$ cat config.mk
export PLATFORM = sky130hd
export DESIGN_NAME = cpu_mem_server
export DESIGN_NICKNAME = d
export VERILOG_FILES = /design/src/rtl/cpu_mem_server_pkg.sv /design/src/rtl/cpu_mem_server_fifo.sv /design/src/rtl/cpu_mem_server.sv
export SDC_FILE = /design/constraint.sdc
export NUM_CORES = 1
export LEC_CHECK = 0
export ABC_AREA = 1
export CAP_MARGIN = 20
export CORE_ASPECT_RATIO = 0.9
export CORE_MARGIN = 1.5
export CORE_UTILIZATION = 60
export CTS_CLUSTER_DIAMETER = 40
export CTS_CLUSTER_SIZE = 25
export DETAILED_ROUTE_END_ITERATION = 6
export PLACE_DENSITY = 0.78
export SETUP_SLACK_MARGIN = 0.3
export SLEW_MARGIN = 40
export SYNTH_ARGS = -nofsm -noshare
export SYNTH_HDL_FRONTEND = slang
export SYNTH_SLANG_ARGS = --single-unit
$ cat constraint.sdc
create_clock -name clk -period 2.2 [get_ports clk]
set_input_delay 0.22 -clock clk [delete_from_list [all_inputs] [get_ports clk]]
set_output_delay 0.22 -clock clk [all_outputs]
set_load 0.01 [all_outputs]
$ cat src/rtl/cpu_mem_server_pkg.sv
// Shared definitions for cpu_mem_server: FSM state encoding, CPU bus tags
// and the CPU word width.
package cpu_mem_server_pkg;

   localparam int CPU_WORD_W = 6;

   localparam logic [1:0] TAG_ADDR = 2'b00;
   localparam logic [1:0] TAG_OUT  = 2'b10;

   typedef enum logic [1:0] {
      IDLE = 2'd0,
      HOLD = 2'd1,
      RUN  = 2'd2
   } state_e;

endpackage

$ cat src/rtl/cpu_mem_server_fifo.sv
// Synchronous FIFO for captured CPU output words. Pointers carry an extra
// wrap bit so full and empty are distinguishable. The head reads as zero
// while empty. Overflow policy is owned by the parent.
module cpu_mem_server_fifo
   import cpu_mem_server_pkg::*;
#(
   parameter int DEPTH = 4
)(
   input  logic                  clk,
   input  logic                  reset_n,
   input  logic                  push_i,
   input  logic [CPU_WORD_W-1:0] data_i,
   input  logic                  pop_i,
   output logic [CPU_WORD_W-1:0] data_o,
   output logic                  full_o,
   output logic                  empty_o
);

   localparam int AW = (DEPTH > 1) ? $clog2(DEPTH) : 1;

   logic [AW:0]           wr_q, wr_d;
   logic [AW:0]           rd_q, rd_d;
   logic [CPU_WORD_W-1:0] mem_q [DEPTH];

   assign empty_o = (wr_q == rd_q);
   assign full_o  = (wr_q[AW] != rd_q[AW]) && (wr_q[AW-1:0] == rd_q[AW-1:0]);
   assign data_o  = empty_o ? '0 : mem_q[rd_q[AW-1:0]];

   // Advance pointers on accepted push / pop.
   always_comb begin
      wr_d = wr_q;
      rd_d = rd_q;
      if (push_i) wr_d = wr_q + (AW+1)'(1);
      if (pop_i && !empty_o) rd_d = rd_q + (AW+1)'(1);
   end

   // Pointer registers; reset empties the FIFO.
   always_ff @(posedge clk or negedge reset_n) begin
      if (!reset_n) begin
         wr_q <= '0;
         rd_q <= '0;
      end else begin
         wr_q <= wr_d;
         rd_q <= rd_d;
      end
   end

   // Storage array, written at the tail; contents need no reset.
   always_ff @(posedge clk) begin
      if (push_i) mem_q[wr_q[AW-1:0]] <= data_i;
   end

endmodule

$ cat src/rtl/cpu_mem_server.sv
// Memory/IO companion for the 6-bit accumulator CPU: combinational program
// store, tagged-output capture FIFO, and CPU reset sequencing.
// Optional watchdog: define CPU_MEM_SERVER_WATCHDOG_EN.
module cpu_mem_server
   import cpu_mem_server_pkg::*;
#(
   parameter int FIFO_DEPTH     = 4,
   parameter int RESET_CYCLES   = 4,
   parameter int MAX_RUN_CYCLES = 1023
)(
   input  logic       clk,
   input  logic       reset_n,
   input  logic [7:0] cpu_out,
   output logic [5:0] cpu_mem,
   output logic       cpu_reset,
   input  logic       load_valid,
   output logic       load_ready,
   input  logic [5:0] load_addr,
   input  logic [5:0] load_data,
   input  logic       start,
   input  logic       stop,
   output logic       out_valid,
   input  logic       out_ready,
   output logic [5:0] out_data,
   output logic       running,
   output logic       overflow,
   output logic       timeout
);

   localparam int HW = (RESET_CYCLES > 1) ? $clog2(RESET_CYCLES) : 1;
   localparam logic [HW-1:0] HOLD_LAST = HW'(RESET_CYCLES - 1);

   state_e                state_q, state_d;
   logic [HW-1:0]         hold_q, hold_d;
   logic                  ovf_q, ovf_d;
   logic                  tmo_q, tmo_d;
   logic                  wd_expire;
   logic [CPU_WORD_W-1:0] prog_q [64];

   logic fifo_full, fifo_empty;
   logic cap_req, pop, push_ok;

   assign load_ready = (state_q == IDLE);
   assign running    = (state_q == RUN);
   assign cpu_reset  = (state_q != RUN);
   assign overflow   = ovf_q;
   assign timeout    = tmo_q;
   assign out_valid  = !fifo_empty;

   // The CPU samples the fetch on the very next edge, so the read stays unregistered.
   assign cpu_mem = (cpu_out[7:6] == TAG_ADDR) ? prog_q[cpu_out[5:0]] : '0;

   assign cap_req = (state_q == RUN) && (cpu_out[7:6] == TAG_OUT);
   assign pop     = out_valid && out_ready;
   // A pop in the same cycle frees the slot, so a push into a full FIFO still lands.
   assign push_ok = cap_req && (!fifo_full || pop);

   // Program store writes; only accepted while the CPU is parked in IDLE.
   always_ff @(posedge clk) begin
      if (load_valid && load_ready) prog_q[load_addr] <= load_data;
   end

   cpu_mem_server_fifo #(.DEPTH(FIFO_DEPTH)) u_fifo (
      .clk     (clk),
      .reset_n (reset_n),
      .push_i  (push_ok),
      .data_i  (cpu_out[5:0]),
      .pop_i   (pop),
      .data_o  (out_data),
      .full_o  (fifo_full),
      .empty_o (fifo_empty)
   );

`ifdef CPU_MEM_SERVER_WATCHDOG_EN
   localparam int WW = $clog2(MAX_RUN_CYCLES + 1);
   localparam logic [WW-1:0] WD_LAST = WW'(MAX_RUN_CYCLES - 1);

   logic [WW-1:0] wd_q, wd_d;

   // Run-length counter: held at zero outside RUN, counts every RUN cycle.
   always_comb begin
      wd_d = '0;
      if (state_q == RUN) wd_d = wd_q + WW'(1);
   end

   // Watchdog counter register.
   always_ff @(posedge clk or negedge reset_n) begin
      if (!reset_n) wd_q <= '0;
      else          wd_q <= wd_d;
   end

   assign wd_expire = (state_q == RUN) && (wd_q == WD_LAST);
`else
   logic unused_cfg;
   assign unused_cfg = (MAX_RUN_CYCLES < 0);
   assign wd_expire  = 1'b0;
`endif

   // Run-control FSM plus sticky status flags.
   always_comb begin
      state_d = state_q;
      hold_d  = hold_q;
      ovf_d   = ovf_q;
      tmo_d   = tmo_q;
      case (state_q)
         IDLE: begin
            if (start) begin
               state_d = HOLD;
               hold_d  = '0;
               ovf_d   = 1'b0;
               tmo_d   = 1'b0;
            end
         end
         HOLD: begin
            if (stop)                      state_d = IDLE;
            else if (hold_q == HOLD_LAST)  state_d = RUN;
            else                           hold_d  = hold_q + HW'(1);
         end
         RUN: begin
            if (wd_expire) begin
               state_d = IDLE;
               tmo_d   = 1'b1;
            end else if (stop) begin
               state_d = IDLE;
            end
         end
         default: state_d = IDLE;
      endcase
      if (cap_req && fifo_full && !pop) ovf_d = 1'b1;
   end

   // Control registers; async reset parks the CPU in reset immediately.
   always_ff @(posedge clk or negedge reset_n) begin
      if (!reset_n) begin
         state_q <= IDLE;
         hold_q  <= '0;
         ovf_q   <= 1'b0;
         tmo_q   <= 1'b0;
      end else begin
         state_q <= state_d;
         hold_q  <= hold_d;
         ovf_q   <= ovf_d;
         tmo_q   <= tmo_d;
      end
   end

endmodule

---- Yosys cells after proc, flatten, opt, wreduce, memory -nomap -nowiden ----
Memories as Yosys holds them, arrays and structs flattened.
Cells that the tools add are included.
Widths: inputs -> output; s select.
storage, ports and cells
  bits in registers ....................... 11
  bits in writable memories ............... 408
  input port bits ......................... 26
  output and inout bits ................... 18
  logic and storage cells ................. 61
  memories kept ........................... 2
cells by class
  $add $sub $neg .......................... 3
  equal/unequal tests ..................... 13
  multiplexer cells ....................... 18
  reductions and logical operators ........ 20
memories
  name          depth  width  rd ports  clocked after memory_dff  wr ports  line                       source
  prog_q        64     6      1         0                         1         cpu_mem_server.sv:38       logic [CPU_WORD_W-1:0] prog_q [64];
  u_fifo.mem_q  4      6      1         0                         1         cpu_mem_server_fifo.sv:23  logic [CPU_WORD_W-1:0] mem_q [DEPTH];
operator list
  kind                 count
  $mux 2               7
  $mux 6               2
  $logic_and 1x1->1    8
  $ne 2x2->1 const B   4
  $mux 1               7
  $add 3x1->3 const B  2
  $eq 2x2->1 const B   3
  $pmux 2 s3           1
  $reduce_bool 2->1    3
  $logic_not 2->1      2
  $pmux 2 s2           1
  $reduce_and 4->1     1
  $eq 3x3->1           1
  $logic_not 1->1      3
  $ne 3x3->1 const B   1
  $reduce_and 3->1     1
  $add 2x1->2 const B  1
  $eq 2x1->1 const B   1
  $eq 2x2->1           1
  $ne 2x1->1 const B   1
  $reduce_and 2->1     1
  $logic_or 1x1->1     1
  $ne 1x1->1           1

---- Longest topological paths before layout ----
Gate-level depths: netlist (run 1).
  depth after elaboration ................. 7
  depth in mapped cells ................... 11
  depth with buffers taken out ............ 9

---- Hierarchy ----
A second synthesis (run 1) with hierarchy kept.
unflattened totals
  cells, all modules ...................... 1,534
  area, all modules ....................... 17,415.5 um^2
by module, submodules not included
  module               instances  cells each  area an instance (um^2)  sequential area each (um^2)
  cpu_mem_server       1          1,404       16,062.9                 11,656.2
  cpu_mem_server_fifo  1          130         1,352.5                  870.8

---- Worst setup path before layout (run 1) ----
OpenSTA, ideal clock, no wires.
  path kind ............................... register to register
  from .................................... reg state_q[0]
  to ...................................... mem prog_q[0][0], enable pin
  library setup time ...................... 350 ps
  arrival time ............................ 1,402 ps
  data required time ...................... 1,850 ps
  setup slack ............................. 447 ps
  cell stages (with the launch flop) ...... 4
  path buffers ............................ 0
  period minus slack after synthesis ...... 1,753 ps
  cells stage by stage .................... dfrtp_1 > nor3b_2 > nand4_1 > nor2_1
between the ends
  cells in the longest elaborated chain, start to end .. 4
ends and longest elaborated chain
  what                          line                   source
  start: declaration            cpu_mem_server.sv:33   state_e state_q, state_d;
  start signal: assignment      cpu_mem_server.sv:140  state_q <= state_d;
  $logic_not 2->1               cpu_mem_server.sv:43   assign load_ready = (state_q == IDLE);
  $logic_and 1x1->1             cpu_mem_server.sv:60   if (load_valid && load_ready) prog_q[load_addr] <= load_data;
  $mux 1                        cpu_mem_server.sv:60
  $mux 1 (not written as such)  cpu_mem_server.sv:60
  end: declaration              cpu_mem_server.sv:38
Every way passes these cells.

---- Worst setup path after layout (run 1) ----
  from .................................... mem prog_q[55][2]
  to ...................................... out cpu_mem[2]
between the ends
  cells in the longest elaborated chain, start to end .. 2
ends and longest elaborated chain
  what              line                  source
  $mem_v2 64x6      -
  $mux 6            cpu_mem_server.sv:51  assign cpu_mem = (cpu_out[7:6] == TAG_ADDR) ? prog_q[cpu_out[5:0]] : '0;
  end: declaration  cpu_mem_server.sv:14  output logic [5:0] cpu_mem,
Every way passes these cells.

==> metrics, run 1 <==
Slew Limit Fails=0; H-tree levels=2; vias in the first global route=around 12000; worst-path fanout max=1; RSZ-0062 raised after global routing=true; Final Cycle Share=between 90% and 100%; Final Worst Setup Slack=0.0731 ns; Max Fclk=around 0.47 GHz; Die W=182 um; Fin Clk Skew=between 0.02 and 0.025 ns; leading cell type in the layout, fill and taps excluded=nand2_1; layout cells sized above 1=a little under a quarter; synthesized area=between 15000 and 20000 um^2; largest area contributor in the netlist=edfxtp_1; clock-pin slew on the worst setup and hold paths=about 0.08 ns; syn_nets=1540; status=finished, final reports clean; largest net degree at the start of global routing=73; Synth Area per Inst=approximately 11 um^2; die height=164 um; Main synth FF type=edfxtp_1; minimum clock period=between 2 and 2.5 ns; initial core utilization=between 60 and 70%; Max transition margin=roughly 44%; Residual DRC=0; n_diodes=0; clock sinks=419; critical path type=flop to output pin; register bit total from synthesis=about 420; worst min path class=input pin to async pin; Pwr Density=just under 900 nW/um^2; final hold violation count=0; vias per cell=about 6.1; routed vias=about 13000; DRT Wirelength=44.8 mm; Area growth, synth to finish=23.0%; Yosys warning total=0; DP HPWL=between 20 and 30 mm; TritonCTS clock tree=built; post-synthesis cell type count=26; Leak=roughly 0.0081 uW; routed len/inst=about 22 um; largest cells by area after synthesis=edfxtp_1 71%, nand2_1 11%, nand3_1 9.6%; maximum clock insertion buffer count=3; Worst Setup Start Kind=flop; core area=about 28000 um^2; CP Cell Sequence=nand2_1 > nand3_1 > nand3_2 > nand2_1 > nand2_1 > nand3_2 > nand3_2 > a21oi_2 > buf_4 > buf_6; crit path DAT=1.91 ns; DRT iter0 DRCs=a little under 2000; Inserted Clock Buffers=43; first-pass GRT wire length=just under 70 mm; sequential-to-total area share from yosys stat=between 70 and 80%; Root Driver=clkbuf_16; critical path required time=between 1.5 and 2 ns; VDD IR max=between 700 and 800 uV; gr usage total=approximately 30%; Clk Latency, worst-skew pair=roughly 0.55 ns; CP endpoint kind=output pin; number of synthesized flops with an enable pin=between 400 and 500; initial antenna violation count=0; # setup viols final=0; ys async rst share=between 2 and 3%; post-synth top area share=a little over two thirds; PortBufs=between 40 and 50; max-cap violation count=0; GRT overflow=0; FP Rows=58; Mapped Cells=approximately 1500; Worst Tran Pin Value=~0.83 ns; worst slack, placed=-0.334 ns; Final ANT Viol Nets=0; most frequent cells in the layout=462 x nand2_1, 408 x edfxtp_1, 250 x nand3_1; CTS Hold Bufs=0; Top Ports=44; hold_ws=about 0.00098 ns; DR pass1 iterations=5; Nets=roughly 1700; DIE AREA=about 30000 um^2; Crit path largest cell delay=0.38 ns; Placer Congestion=a little under 1; CP max-delay cell=edfxtp_1
## metrics by stage
| step | setup TNS (ns) | instance area [um^2] | cells | utilization (%) | total power (uW) |
|---|---|---|---|---|---|
| after CTS | 0 | 21000 | 2076 | 74.6 | 18600 |
| final | 0 | 21300 | 2081 | 75.8 | 18800 |
| after detailed placement | -1.44 | 19200 | 1986 | 68.1 | 11200 |
| after global routing | -0.00933 | 21300 | 2081 | 75.8 | 19400 |
| after global placement | -1.26 | 19200 | 1986 | 68.1 | 11100 |
| after floorplan | 0 | 17300 | 1508 | - | 10200 |
## where the power goes
group | switching (uW) | internal, uW
combinational | 1540 | 1080
sequential | 88.0 | 8860
clock | 3220 | 4030
total | 4840 | 14000
## Yosys cell counts (2+ instances only)
| cell | instances |
|---|---|
| nand2_1 | 496 |
| edfxtp_1 | 408 |
| nand3_1 | 333 |
| nor2_1 | 85 |
| buf_2 | 40 |
| inv_1 | 31 |
| buf_4 | 17 |
| clkbuf_1 | 16 |
| o21ai_0 | 14 |
| dfrtp_1 | 11 |
| nand4_1 | 10 |
| a21oi_1 | 9 |
| buf_1 | 9 |
| ha_1 | 6 |
| o22ai_1 | 6 |
| xnor2_1 | 3 |
| xor2_1 | 3 |
| buf_6 | 2 |
| inv_2 | 2 |
## state kept, by name (all words and copies together), names as in the netlist
name,flops
u_fifo.wr_q,3
hold_q,2
state_q,2
prog_q,384
overflow,1
u_fifo.rd_q,3
u_fifo.mem_q,24
## final timing paths
path,from,to,slack [ns],cells after the start
worst max-delay path,prog_q[55][2]$_DFFE_PP_,cpu_mem[2],0.07,10
worst min register to register,overflow$_DFFE_PN0P_,overflow$_DFFE_PN0P_,0.48,2
worst max register to register,state_q[1]$_DFFE_PN0P_,prog_q[37][5]$_DFFE_PP_,0.37,6
worst min-delay path,reset_n,state_q[1]$_DFFE_PN0P_,0.001,1
min in group clk,cpu_out[0],u_fifo.mem_q[0][0]$_DFFE_PP_,0.19,2
max in group asynchronous,reset_n,u_fifo.rd_q[1]$_DFFE_PN0P_,1.84,1
## per-layer routing
layer	vias to the layer above	wire (um)	part of all wire (%)	GRT usage, %
met5	-	0	0	0
met4	0	1710	3.8	11.6
met3	149	4870	11	5.45
met2	884	21500	48	48.8
met1	5983	16700	37	40.4
li1	5628	-	-	-
## kinds of logic after synthesis
kind of cell | count (synthesis) | share of synthesized area (%)
and+or+nand+nor | 929 | 22.8
DFF | 419 | 72.2
buffers and inverters | 117 | 3.28
AOI/OAI and AO/OA | 29 | 0.880
adders and majority gates | 6 | 0.433
xor gates and xnor gates | 6 | 0.303
other | 1 | 0.0216
muxes | 1 | 0.0649
## critical path: cells and delay by family, from the launching register on
kind / cells / cell delay (ns)
and+or+nand+nor: 7 / 0.64
DFF: 1 / 0.38
buffers and inverters: 2 / 0.26
AOI/OAI and AO/OA: 1 / 0.06
## repair_timing
item,4_1_cts,5_1_grt
resized for setup,130,83
cloned,2,2
setup buffers,8,3
pin swaps,51,35
setup endpoints to repair,14,62
## layout make-up
| type | count | area (um^2) |
|---|---|---|
| clock buffer | 47 | 1110 |
| clock inverter | 33 | 324 |
| fill | 1608 | 6820 |
| inverter | 33 | 131 |
| multi-input combinational | 972 | 4790 |
| sequential | 419 | 12500 |
| tap | 360 | 450 |
| timing repair buffer | 217 | 2000 |
(Power assumes the default switching activity.)
==> run 2, diff against run 1 <==
DONT_BUFFER_PORTS = 1   (was unset)
PLACE_DENSITY = 0.76   (was 0.78)
==> run 2 against run 1 <==
  * Clock power decreased by 0.7%
  * Flip-flop and latch count unchanged
  * Via count decreased by 4.1%
  * Register-to-register slack got worse by 0.03 ns
  * Setup slack improved by 0.056 ns
  * Largest cell class unchanged
  * Highest routed layer unchanged
==> metrics, run 2 (synthesis gave the netlist of run 1 again) <==
Fin Clk Skew=a little over 0.02 ns; CP max-delay cell=edfxtp_1; Crit path largest cell delay=about 0.36 ns; Clk Latency, worst-skew pair=approximately 0.54 ns; worst slack, placed=0.133 ns; CP endpoint kind=output pin; Pwr Density=882 nW/um^2; worst-path fanout max=1; setup_tns=0 ns; Die W=~180 um; vias in the first global route=~12000; Final Worst Setup Slack=0.129 ns; hold_ws=around 0.084 ns; initial antenna violation count=0; max-cap violation count=0; Placer Congestion=approximately 0.86; Nets=roughly 1600; DRT Wirelength=about 43 mm; H-tree levels=2; FF-to-FF Start=state_q[0]$_DFFE_PN0P_; leading cell type in the layout, fill and taps excluded=nand2_1; FF-to-FF End=prog_q[53][2]$_DFFE_PP_; Fillers=about 1800; post-route cell area=just over 20000 um^2; Buf/Inv on CP=1; DP HPWL=~23 mm; Final Cycle Share=around 94%; Inserted Clock Buffers=42; final hold violation count=0; register with the most flip-flops=prog_q; Worst Setup Start Kind=flop; RSZ-0062 raised after global routing=true; Worst Tran Pin Value=approximately 0.71 ns; maximum clock insertion buffer count=3; crit path DAT=around 1.9 ns; reg2reg path depth=6; Root Driver=clkbuf_16; VDD IR max=945 uV; DRT iter0 DRCs=between 1500 and 2000; FP Rows=slightly below 60; Area growth, synth to finish=18.4%; GRT overflow=0; clock-pin slew on the worst setup and hold paths=about 0.060 ns; die height=around 160 um; Util after Layout=about 73%; routed len/inst=about 22 um; core area=roughly 28000 um^2; Placed Area=~18000 um^2; CP delay by family, top=simple AND/OR/NAND/NOR gates; critical path type=flop to output pin; layout cells sized above 1=between 15 and 20%; DR pass1 iterations=6; Leak=about 0.0076 uW; status=finished, final reports clean; vias per cell=between 6 and 7; Hold Path Sink=prog_q[10][3]$_DFFE_PP_; Max Fclk=0.483 GHz; DIE AREA=roughly 30000 um^2; Largest register FFs=approximately 380; TritonCTS clock tree=built; Slew Limit Fails=0; most frequent cells in the layout=479 x nand2_1, 408 x edfxtp_1, 258 x nand3_1; Max transition margin=around 53%; Hold Crit Depth=1; n_diodes=0; Worst Hold Launch=load_data[3]; gr usage total=28.8%; minimum clock period=around 2.1 ns; largest net degree at the start of global routing=roughly 200; critical path required time=1.98 ns; Top Ports=44; clock sinks=between 400 and 500; Residual DRC=0; setup slack, reg-to-reg=between 0.3 and 0.4 ns; # setup viols final=0; first-pass GRT wire length=65.0 mm; PortBufs=0; routed vias=approximately 12000; Final ANT Viol Nets=0; CP Cell Sequence=nand2_1 > nand3_1 > nand3_1 > nand2_1 > nand2_1 > nand3_1 > nand3_4 > a21oi_4 > buf_6; initial core utilization=61.6%; worst min path class=input pin to flop
## run 2: cell count changes in the layout (fill, tap and decap cells not counted), sizes merged
cell,before,now
buf,195,113
clkdlybuf4s50,17,0
dlygate4sd3,0,12
clkinv,19,12
clkbuf,49,43
bufinv,2,4
dlymetal6s2s,2,0
inv,42,44
dlygate4sd2,1,0
nand4,10,11
## run 2: repair_timing
item | 4_1_cts | 5_1_grt
pin swaps | 54 | 59
hold endpoints to repair | 425 | 4
setup buffers | 7 | 3
gates resized for setup | 75 | 64
hold buffers | 17 | 1
endpoints found under the setup margin | 19 | 72
gates cloned | 1 | 0
## run 2: power breakdown
| group | total, uW | switching (uW) | internal [uW] |
|---|---|---|---|
| combinational | 1950 | 1240 | 714 |
| clock | 7190 | 3070 | 4120 |
| sequential | 8960 | 92.7 | 8870 |
## run 2: cell type report
type                       instances  area [um^2]  share of cell area (%)
sequential                       419        12500                    61.0
multi-input combinational        973         4830                    23.5
timing repair buffer             125         1200                    5.83
clock buffer                      43         1080                    5.24
tap                              360          450                    2.19
clock inverter                    30          322                    1.57
inverter                          33          131                   0.640
## run 2: how the worst max path moves through the flow
stage / from / to / slack [ns] / cells past startpoint
after floorplan: state_q[0]$_DFFE_PN0P_ / prog_q[0][0]$_DFFE_PP_ / 0.45 / 3
after global placement: cpu_out[1] / cpu_mem[5] / 0.16 / 10
after CTS: prog_q[44][3]$_DFFE_PP_ / cpu_mem[3] / 0.14 / 9
after global routing: prog_q[18][1]$_DFFE_PP_ / cpu_mem[1] / 0.06 / 9
after detailed placement: cpu_out[1] / cpu_mem[3] / 0.13 / 10
final: prog_q[16][0]$_DFFE_PP_ / cpu_mem[0] / 0.13 / 9
## run 2: per-layer routing
metal  part of all wire (%)  GRT usage (%)  vias up
met2                     47           46.1      695
met3                    9.3           5.12      136
met5                      0              0        -
li1                       -              -     5446
met4                    4.0           11.9        0
met1                     39           39.7     5847
## run 2: stage by stage
step                total power [uW]  std cells
floorplan                      10200       1508
global placement               10500       1881
detailed placement             10500       1881
CTS                            18000       1979
global route                   18700       1983
finish                         18100       1983
==> run 3, diff against run 2 <==
SKIP_CTS_REPAIR_TIMING = 1   (was unset)
==> run 3 against run 2 <==
  * Setup slack got worse by 0.026 ns
  * Fmax down 1.2%
  * Wire length is 0.89% lower
  * The flow now finishes with violations (negative hold slack)
  * Critical endpoint is now cpu_mem[3]
  * Critical path type unchanged
==> metrics, run 3 (synthesis gave the netlist of run 1 again) <==
status=finished with violations; failing checks=negative hold slack; initial antenna violation count=0; final hold violation count=12; Worst Hold Launch=cpu_out[5]; PortBufs=0; Max transition margin=54.7%; Root Driver=clkbuf_16; FF-to-FF Start=state_q[0]$_DFFE_PN0P_; n_diodes=0; largest net degree at the start of global routing=198; RSZ-0062 raised after global routing=true; Die W=~180 um; Area growth, synth to finish=17.9%; crit path launch=prog_q[36][3]$_DFFE_PP_; TritonCTS clock tree=built; Worst Tran Pin Value=0.679 ns; GRT overflow=0; clock-pin slew on the worst setup and hold paths=~0.060 ns; leading cell type in the layout, fill and taps excluded=nand2_1; max-cap violation count=0; Worst Setup Start Kind=flop; DR pass1 iterations=5; minimum clock period=~2.1 ns; Residual DRC=0; Max Fclk=0.477 GHz; Pwr Density=887 nW/um^2; Power, Total=between 15000 and 20000 uW; register with the most flip-flops=prog_q; Largest register FFs=between 300 and 400; Top Ports=44; post-route cell area=20400 um^2; most frequent cells in the layout=480 x nand2_1, 408 x edfxtp_1, 269 x nand3_1; gr usage total=28.3%; die height=164 um; DIE AREA=around 30000 um^2; worst min path class=input pin to flop; Placer Congestion=about 0.86; core area=28200 um^2; maximum clock insertion buffer count=3; first-pass GRT wire length=between 60 and 70 mm; CP endpoint kind=output pin; Final Cycle Share=between 90% and 100%; Slew Limit Fails=0; crit path DAT=between 1.5 and 2 ns; DRT iter0 DRCs=about 1600; VDD IR max=around 930 uV; vias in the first global route=between 10000 and 15000; setup_tns=0 ns; routed vias=roughly 12000; Final ANT Viol Nets=0; Leak=~0.0076 uW; critical path type=flop to output pin; routed len/inst=roughly 21 um; Placed Area=roughly 18000 um^2; Fin Clk Skew=between 0.02 and 0.025 ns; Inserted Clock Buffers=42; Util after Layout=slightly above 70%; clock sinks=419; initial core utilization=between 60% and 70%; critical path required time=1.98 ns; Clk Latency, worst-skew pair=between 0.5 and 0.6 ns; worst-path fanout max=1; FP Rows=58; hold_ws=-0.211 ns; Fillers=approximately 1800; vias per cell=6.08; DP HPWL=~23 mm; H-tree levels=2; Nets=around 1600; # setup viols final=0; DRT Wirelength=roughly 43 mm; layout cells sized above 1=roughly 18%
[run 3: metal layers]
layer	vias to the layer above	part of all wire [%]	track usage, %
met5	-	0	0
met4	0	3.6	11.9
met3	114	10	5.50
met2	710	47	44.8
met1	5786	39	39.0
li1	5435	-	-
[run 3: power by group]
group | internal, uW | switching (uW) | total [uW]
combinational | 733 | 1230 | 1960
sequential | 8860 | 108 | 8970
clock | 4120 | 3090 | 7210
[run 3: final cells by class]
cell class	instances	area, um^2	area share, %
inverters	33	133	0.649
well taps	360	450	2.20
clock inverters	30	322	1.57
repair buffers	122	1170	5.73
clock buffers	43	1080	5.26
multi-input cells	973	4770	23.3
flip-flops and latches	419	12500	61.3
[run 3: worst max-delay path: stages, from the launching register on]
cell and delay, ns:
edfxtp_1 0.36, nand2_1 0.08, nand3_2 0.09, nand3_2 0.11, nand2_1 0.08, nand2_1 0.06, nand3_2 0.07, nand3_2 0.11
a21oi_2 0.23, buf_4 0.16
[run 3: path summary, 6_finish.rpt]
kind,end,slack (ns),depth (start not counted)
worst min-delay path,u_fifo.mem_q[0][5]$_DFFE_PP_,-0.21,0
worst min register to register,hold_q[1]$_DFFE_PN0P_,0.50,2
min in group asynchronous,u_fifo.rd_q[2]$_DFFE_PN0P_,0.11,1
worst max register to register,prog_q[19][5]$_DFFE_PP_,0.32,6
worst max-delay path,cpu_mem[3],0.10,9
max in group asynchronous,u_fifo.wr_q[1]$_DFFE_PN0P_,1.71,1
[run 3: stage by stage]
step | setup slack (ns) | instances
global route | 0.0367 | 1980
finish | 0.102 | 1980
global placement | 0.159 | 1881
floorplan | 0.447 | 1508
detailed placement | 0.133 | 1881
CTS | -0.0542 | 1954
